==> src/rtl/jt6295_pkg.sv <==
// Shared constants for the jt6295 channel mixer: channel count, datapath widths
// and the OKI attenuation gain table (gain/32 per attenuation step).
package jt6295_pkg;

   localparam int NCH     = 4;   // channels per frame
   localparam int SNDW    = 12;  // decoder sample width
   localparam int GAINW   = 6;   // gain table entry width
   localparam int PRODW   = 18;  // raw sound*gain product width
   localparam int SHIFT   = 5;   // gain is a fixed-point fraction with 5 fractional bits
   localparam int SCALEDW = 13;  // scaled per-channel contribution width
   localparam int ACCW    = 14;  // frame accumulator width, four full-scale terms fit

   // Attenuation codes 0..8; anything above 8 is a mute.
   localparam logic [GAINW-1:0] GAIN_LUT [0:8] = '{
      6'd32, 6'd22, 6'd16, 6'd11, 6'd8, 6'd6, 6'd4, 6'd3, 6'd2
   };

   function automatic logic [GAINW-1:0] att_gain(input logic [3:0] att);
      logic [GAINW-1:0] g;
      case (att)
         4'd0:    g = GAIN_LUT[0];
         4'd1:    g = GAIN_LUT[1];
         4'd2:    g = GAIN_LUT[2];
         4'd3:    g = GAIN_LUT[3];
         4'd4:    g = GAIN_LUT[4];
         4'd5:    g = GAIN_LUT[5];
         4'd6:    g = GAIN_LUT[6];
         4'd7:    g = GAIN_LUT[7];
         4'd8:    g = GAIN_LUT[8];
         default: g = '0;
      endcase
      return g;
   endfunction

endpackage

==> src/rtl/jt6295_mix_gain.sv <==
// Two-stage gain path: S1 registers the slot (sample forced to 0 when the
// channel is disabled), S2 registers (sound * gain) >>> 5 with floor rounding.
module jt6295_mix_gain
   import jt6295_pkg::*;
(
   input  logic               clk_i,
   input  logic               rst_ni,
   input  logic               cen_i,
   input  logic [1:0]         ch_i,
   input  logic               en_i,
   input  logic [3:0]         att_i,
   input  logic [SNDW-1:0]    sound_i,
   output logic [SCALEDW-1:0] scaled_o,
   output logic [1:0]         ch_o,
   output logic               vld_o
);

   logic [SNDW-1:0]    s1_sound_q, s1_sound_d;
   logic [GAINW-1:0]   s1_gain_q,  s1_gain_d;
   logic [1:0]         s1_ch_q;
   logic               s1_vld_q;
   logic [SCALEDW-1:0] s2_scaled_q;
   logic [1:0]         s2_ch_q;
   logic               s2_vld_q;
   logic [PRODW-1:0]   prod;

   // S1 next values: a disabled channel contributes a zero sample.
   always_comb begin
      s1_sound_d = en_i ? sound_i : '0;
      s1_gain_d  = att_gain(att_i);
   end

   // Both operands widened to the product width; the low 18 bits of the
   // unsigned product equal the two's-complement signed product.
   assign prod = {{(PRODW-SNDW){s1_sound_q[SNDW-1]}}, s1_sound_q}
               * {{(PRODW-GAINW){1'b0}}, s1_gain_q};

   // S1/S2 pipeline registers; the valid bits keep reset contents out of the mix.
   always_ff @(posedge clk_i or negedge rst_ni) begin
      if (!rst_ni) begin
         s1_sound_q  <= '0;
         s1_gain_q   <= '0;
         s1_ch_q     <= '0;
         s1_vld_q    <= 1'b0;
         s2_scaled_q <= '0;
         s2_ch_q     <= '0;
         s2_vld_q    <= 1'b0;
      end else if (cen_i) begin
         s1_sound_q  <= s1_sound_d;
         s1_gain_q   <= s1_gain_d;
         s1_ch_q     <= ch_i;
         s1_vld_q    <= 1'b1;
         s2_scaled_q <= prod[PRODW-1:SHIFT];
         s2_ch_q     <= s1_ch_q;
         s2_vld_q    <= s1_vld_q;
      end
   end

   assign scaled_o = s2_scaled_q;
   assign ch_o     = s2_ch_q;
   assign vld_o    = s2_vld_q;

endmodule

==> src/rtl/jt6295_mix.sv <==
// Four-channel OKI mixer: scales each time-multiplexed channel sample by its
// attenuation gain, accumulates a frame from ch0 to ch3 and emits the
// (saturated or sign-extended) sum on mix with a one-clock sample strobe.
module jt6295_mix
   import jt6295_pkg::*;
#(
   parameter int OUTW = 14
) (
   input  logic            clk,
   input  logic            rst_n,
   input  logic            cen,
   input  logic [1:0]      ch,
   input  logic            en,
   input  logic [3:0]      att,
   input  logic [11:0]     sound,
   output logic [OUTW-1:0] mix,
   output logic            sample
);

   logic [SCALEDW-1:0]     s2_scaled;
   logic [1:0]             s2_ch;
   logic                   s2_vld;
   logic signed [ACCW-1:0] scaled_ext, sum;
   logic signed [ACCW-1:0] acc_q, acc_d;
   logic                   started_q, started_d;
   logic [OUTW-1:0]        mix_q, mix_d;
   logic [OUTW-1:0]        sum_sat;
   logic                   emit;

   jt6295_mix_gain u_gain (
      .clk_i    (clk),
      .rst_ni   (rst_n),
      .cen_i    (cen),
      .ch_i     (ch),
      .en_i     (en),
      .att_i    (att),
      .sound_i  (sound),
      .scaled_o (s2_scaled),
      .ch_o     (s2_ch),
      .vld_o    (s2_vld)
   );

   assign scaled_ext = {s2_scaled[SCALEDW-1], s2_scaled};
   assign sum        = acc_q + scaled_ext;

   // Narrow outputs clamp; the native width or wider just sign-extends.
   if (OUTW < ACCW) begin : g_clamp
      localparam logic signed [ACCW-1:0] MAXV = ACCW'((1 << (OUTW-1)) - 1);
      localparam logic signed [ACCW-1:0] MINV = ~MAXV;
      // Clamp the frame sum into the output range.
      always_comb begin
         if (sum > MAXV)      sum_sat = MAXV[OUTW-1:0];
         else if (sum < MINV) sum_sat = MINV[OUTW-1:0];
         else                 sum_sat = sum[OUTW-1:0];
      end
   end else begin : g_extend
      assign sum_sat = OUTW'(sum);
   end

   // Frame accumulation: ch0 restarts, others add; ch3 publishes the frame.
   // Nothing is published until a ch0 has been seen since reset, so a frame
   // cut by reset never produces a partial sum.
   always_comb begin
      acc_d     = acc_q;
      started_d = started_q;
      mix_d     = mix_q;
      emit      = 1'b0;
      if (cen && s2_vld) begin
         if (s2_ch == 2'd0) begin
            acc_d     = scaled_ext;
            started_d = 1'b1;
         end else begin
            acc_d = sum;
         end
         if (s2_ch == 2'd3 && started_q) begin
            emit  = 1'b1;
            mix_d = sum_sat;
         end
      end
   end

   // Accumulator, frame-start flag and held output.
   always_ff @(posedge clk or negedge rst_n) begin
      if (!rst_n) begin
         acc_q     <= '0;
         started_q <= 1'b0;
         mix_q     <= '0;
      end else begin
         acc_q     <= acc_d;
         started_q <= started_d;
         mix_q     <= mix_d;
      end
   end

   assign mix    = mix_q;
   assign sample = emit;

endmodule

==> config.mk <==
export PLATFORM = sky130hd
export DESIGN_NAME = jt6295_mix
export DESIGN_NICKNAME = d
export VERILOG_FILES = /design/src/rtl/jt6295_pkg.sv /design/src/rtl/jt6295_mix_gain.sv /design/src/rtl/jt6295_mix.sv
export SDC_FILE = /design/constraint.sdc
export NUM_CORES = 1
export LEC_CHECK = 0
export CAP_MARGIN = 10
export CORE_MARGIN = 4
export CORE_UTILIZATION = 40
export CTS_BUF_LIST = sky130_fd_sc_hd__clkbuf_4 sky130_fd_sc_hd__clkbuf_8 sky130_fd_sc_hd__clkbuf_16
export CTS_CLUSTER_DIAMETER = 150
export DETAILED_ROUTE_END_ITERATION = 12
export SYNTH_ARGS = -nofsm -noshare
export SYNTH_HDL_FRONTEND = slang
export SYNTH_SLANG_ARGS = --single-unit
==> constraint.sdc <==
create_clock -name clk -period 6.45 [get_ports clk]
set_input_delay 0.645 -clock clk [delete_from_list [all_inputs] [get_ports clk]]
set_output_delay 0.645 -clock clk [all_outputs]
set_load 0.005 [all_outputs]
==> out/metrics.yaml <==
drt_iter0_drc: 223
slew_headroom: 0.4274
cts_max_level: 3
yosys.area.top_type: "dfrtp_1"
clk_pin_slew_ns: 0.06
postSynthAreaPerCell_um2: 9.427
post_layout_nonfiller_instances: 820
use_met2: 0.2738
finClkSkew_ns: 0.003939
fill_cells: 1306
hp-class: "flop to flop"
synth_area_mm2: 0.005713
ioPinCount: 37
rsz0062_at_grt: "false"
critPathMostFrequentCell: "fa_1"
initial_core_util: 0.4100
path_delay_family: "adder cells"
post_cts_resized: 0
max_cap_viol_count: 0
yosysMostFrequentCell: "inv_1"
place_congestion: 0.8274
ys_async_sr_fraction: 1.000
grt_pass1_vias: 4501
yosysUniqueCellTypes: 53
synth_top_area_frac: 0.2891
cp_slowest_cell: "fa_1"
drive_above_1_share: 0.09063
fin_setup_tns_ns: 0
setup_slack_ns: 1.595
top_usage_layer: "met2"
endpoint_kind: "flop"
power_density_mw_per_mm2: 309.6
finalPower_mw: 2.021
grt_pass1_wl_mm: 20.81
ant_nets: 0
period_share: 0.7527
synth_flop_cell: "dfrtp_1"
leakage_nw: 3.166
worst_ir_drop_vdd_mv: 0.1511
critPathMaxFanout: 12
viasPerCell: 5.073
synth_nets: 726
finalHoldViolCount: 0
worstSetupPathType: "flop to flop"
dp_cells: 804
post_drt_wl_per_cell_um: 13.94
clock_latency_ns: 0.33
drc: 0
die_w_um: 127.5
grt.overflow.total: 0
via_count: 4160
cts_max_path_buffers: 2
cts_sinks: 66
grt_usage: 0.1560
post-place-ws_ns: 1.627
report.final.slew_viol_count: 0
cp.required_ns: 6.64
period_needed_ns: 4.855
cts-root-buf: "clkbuf_16"
hpwl_mm: 8.894
synthTopCellsByArea: "dfrtp_1 (29%), fa_1 (17%), ha_1 (11%), inv_1 (6.0%), nor2_1 (4.4%)"
post-route-util: 0.4684
ys_ff_latch: 66
slowest_delay_ns: 0.57
seqCellArea_mm2: 0.001652
tightestPinTransition_ns: 0.8589
multiInputGateArea_mm2: 0.003585
final-setup-viol-count: 0
grt_max_degree: 67
tritoncts: "yes"
grt_use_met3: 0.02299
cts_hold_buf: 0
tritoncts.num_buffers: 9
diodes: 0
yosysWarnings: 0
fmax_mhz: 206.0
area_growth_pct: 14.26
final_nets: 755
first_pass_iters: 4
critPathArrivalTime_ns: 5.04
synth_edf_count: 0
row_count: 43
use_met1: 0.1976
status: "complete, no violations"
cts_setup_buffers: 0
critPathBufInv: 3
die-area_mm2: 0.01626
ys_seq_area_frac: 0.2891
synth_common_cells: "inv_1 (92), nor2_1 (67), dfrtp_1 (66)"
coreArea_mm2: 0.01393
grt_antenna_before_repair: 0
die_h_um: 127.5
worst_setup_path_start_kind: "flop"
io_buffers: 36
drt-total-wl_mm: 11.43
path_cells: "inv_1 > nor2_1 > fa_1 > fa_1 > fa_1 > inv_1 > fa_1 > inv_1 > ha_1 > a21oi_1 > o221ai_1 > a21o_4 > o211ai_4 > mux2_2 > xnor2_1 > a21oi_1"
syn_inst: 606
==> placed cells by master (no fill, tap or decap), types with 3 or more instances in the layout <==
cell / instances
clkbuf_16: 9
and3_1: 4
o22ai_1: 3
nand3_1: 20
o21ai_0: 37
bufinv_16: 3
a21oi_1: 17
nand2b_1: 5
and2_1: 11
xor2_1: 12
clkdlybuf4s50_1: 34
fa_1: 49
a22oi_1: 4
inv_1: 92
dfrtp_1: 66
mux2_2: 22
nor2b_1: 3
nand2_1: 51
nor2_1: 67
ha_1: 49
a21o_1: 7
or2_2: 5
o21a_1: 3
xnor2_1: 19
a31oi_1: 7
mux2i_1: 5
==> metrics by stage <==
step                      hold WS (ns)  area (um^2)
after floorplan                 0.3494         5713
after global placement          0.4463         6176
after detailed placement        0.4605         6176
after CTS                       0.4741         6528
after global routing            0.4916         6528
final                           0.4661         6528
==> final cells by class <==
cell class / count / share of cell area
clock buffer: 10 / 0.03661
clock inverter: 6 / 0.01725
inverter: 93 / 0.05348
multi-input combinational: 427 / 0.5492
sequential: 66 / 0.2530
tap: 180 / 0.03450
timing repair buffer: 38 / 0.05597
==> metal layers <==
metal | wire [um] | vias to the layer above
met3 | 272 | 18
met1 | 5056 | 2071
met5 | 0 | -
met2 | 5901 | 47
met4 | 200 | 0
li1 | - | 2024
==> report_power, final <==
group	switching (mW)	internal, mW	total, mW
clock	0.190	0.389	0.579
sequential	0.0813	0.533	0.614
combinational	0.434	0.394	0.828
==> kinds of logic after synthesis <==
kind of cell	count (synthesis)	share of synthesized area
muxes	27	0.05213
and+or+nand+nor	174	0.1358
xor gates and xnor gates	31	0.04753
buffers and inverters	113	0.08344
DFF	66	0.2891
adders and majority gates	98	0.2790
AOI/OAI and AO/OA	97	0.1130
==> final timing paths <==
| check | startpoint | end | slack [ns] | cells past startpoint |
|---|---|---|---|---|
| setup / recovery | u_gain.s1_gain_q[3]$_DFFE_PN0P_ | u_gain.scaled_o[11]$_DFFE_PN0P_ | 1.59 | 16 |
| hold / removal | mix[7]$_DFFE_PN0P_ | mix[7]$_DFFE_PN0P_ | 0.47 | 2 |
| setup reg to reg | u_gain.s1_gain_q[3]$_DFFE_PN0P_ | u_gain.scaled_o[11]$_DFFE_PN0P_ | 1.59 | 16 |
| hold reg to reg | mix[7]$_DFFE_PN0P_ | mix[7]$_DFFE_PN0P_ | 0.47 | 2 |
| max in group asynchronous | rst_n | u_gain.s1_gain_q[0]$_DFFE_PN0P_ | 5.38 | 2 |
| min in group asynchronous | rst_n | mix[1]$_DFFE_PN0P_ | 0.51 | 2 |
==> flip-flops by register name, summed over array words and instances, names as in the netlist <==
name / flops
u_gain.ch_o: 2
acc_q: 14
u_gain.scaled_o: 13
started_q: 1
u_gain.vld_o: 1
u_gain.s1_ch_q: 2
u_gain.s1_vld_q: 1
mix: 14
u_gain.s1_gain_q: 6
u_gain.s1_sound_q: 12
==> worst reg2reg max path, delay by kind of cell, from the launching register on <==
family | cells | cell delay, ns
flip-flops | 1 | 0.37
XOR/XNOR | 1 | 0.14
adder cells (fa/ha/maj) | 5 | 2.43
AND/OR/NAND/NOR | 1 | 0.13
buffers and inverters | 3 | 0.41
AO/OA/AOI/OAI | 5 | 0.86
multiplexers | 1 | 0.37
Note: power is estimated with default switching activity, not from simulation.
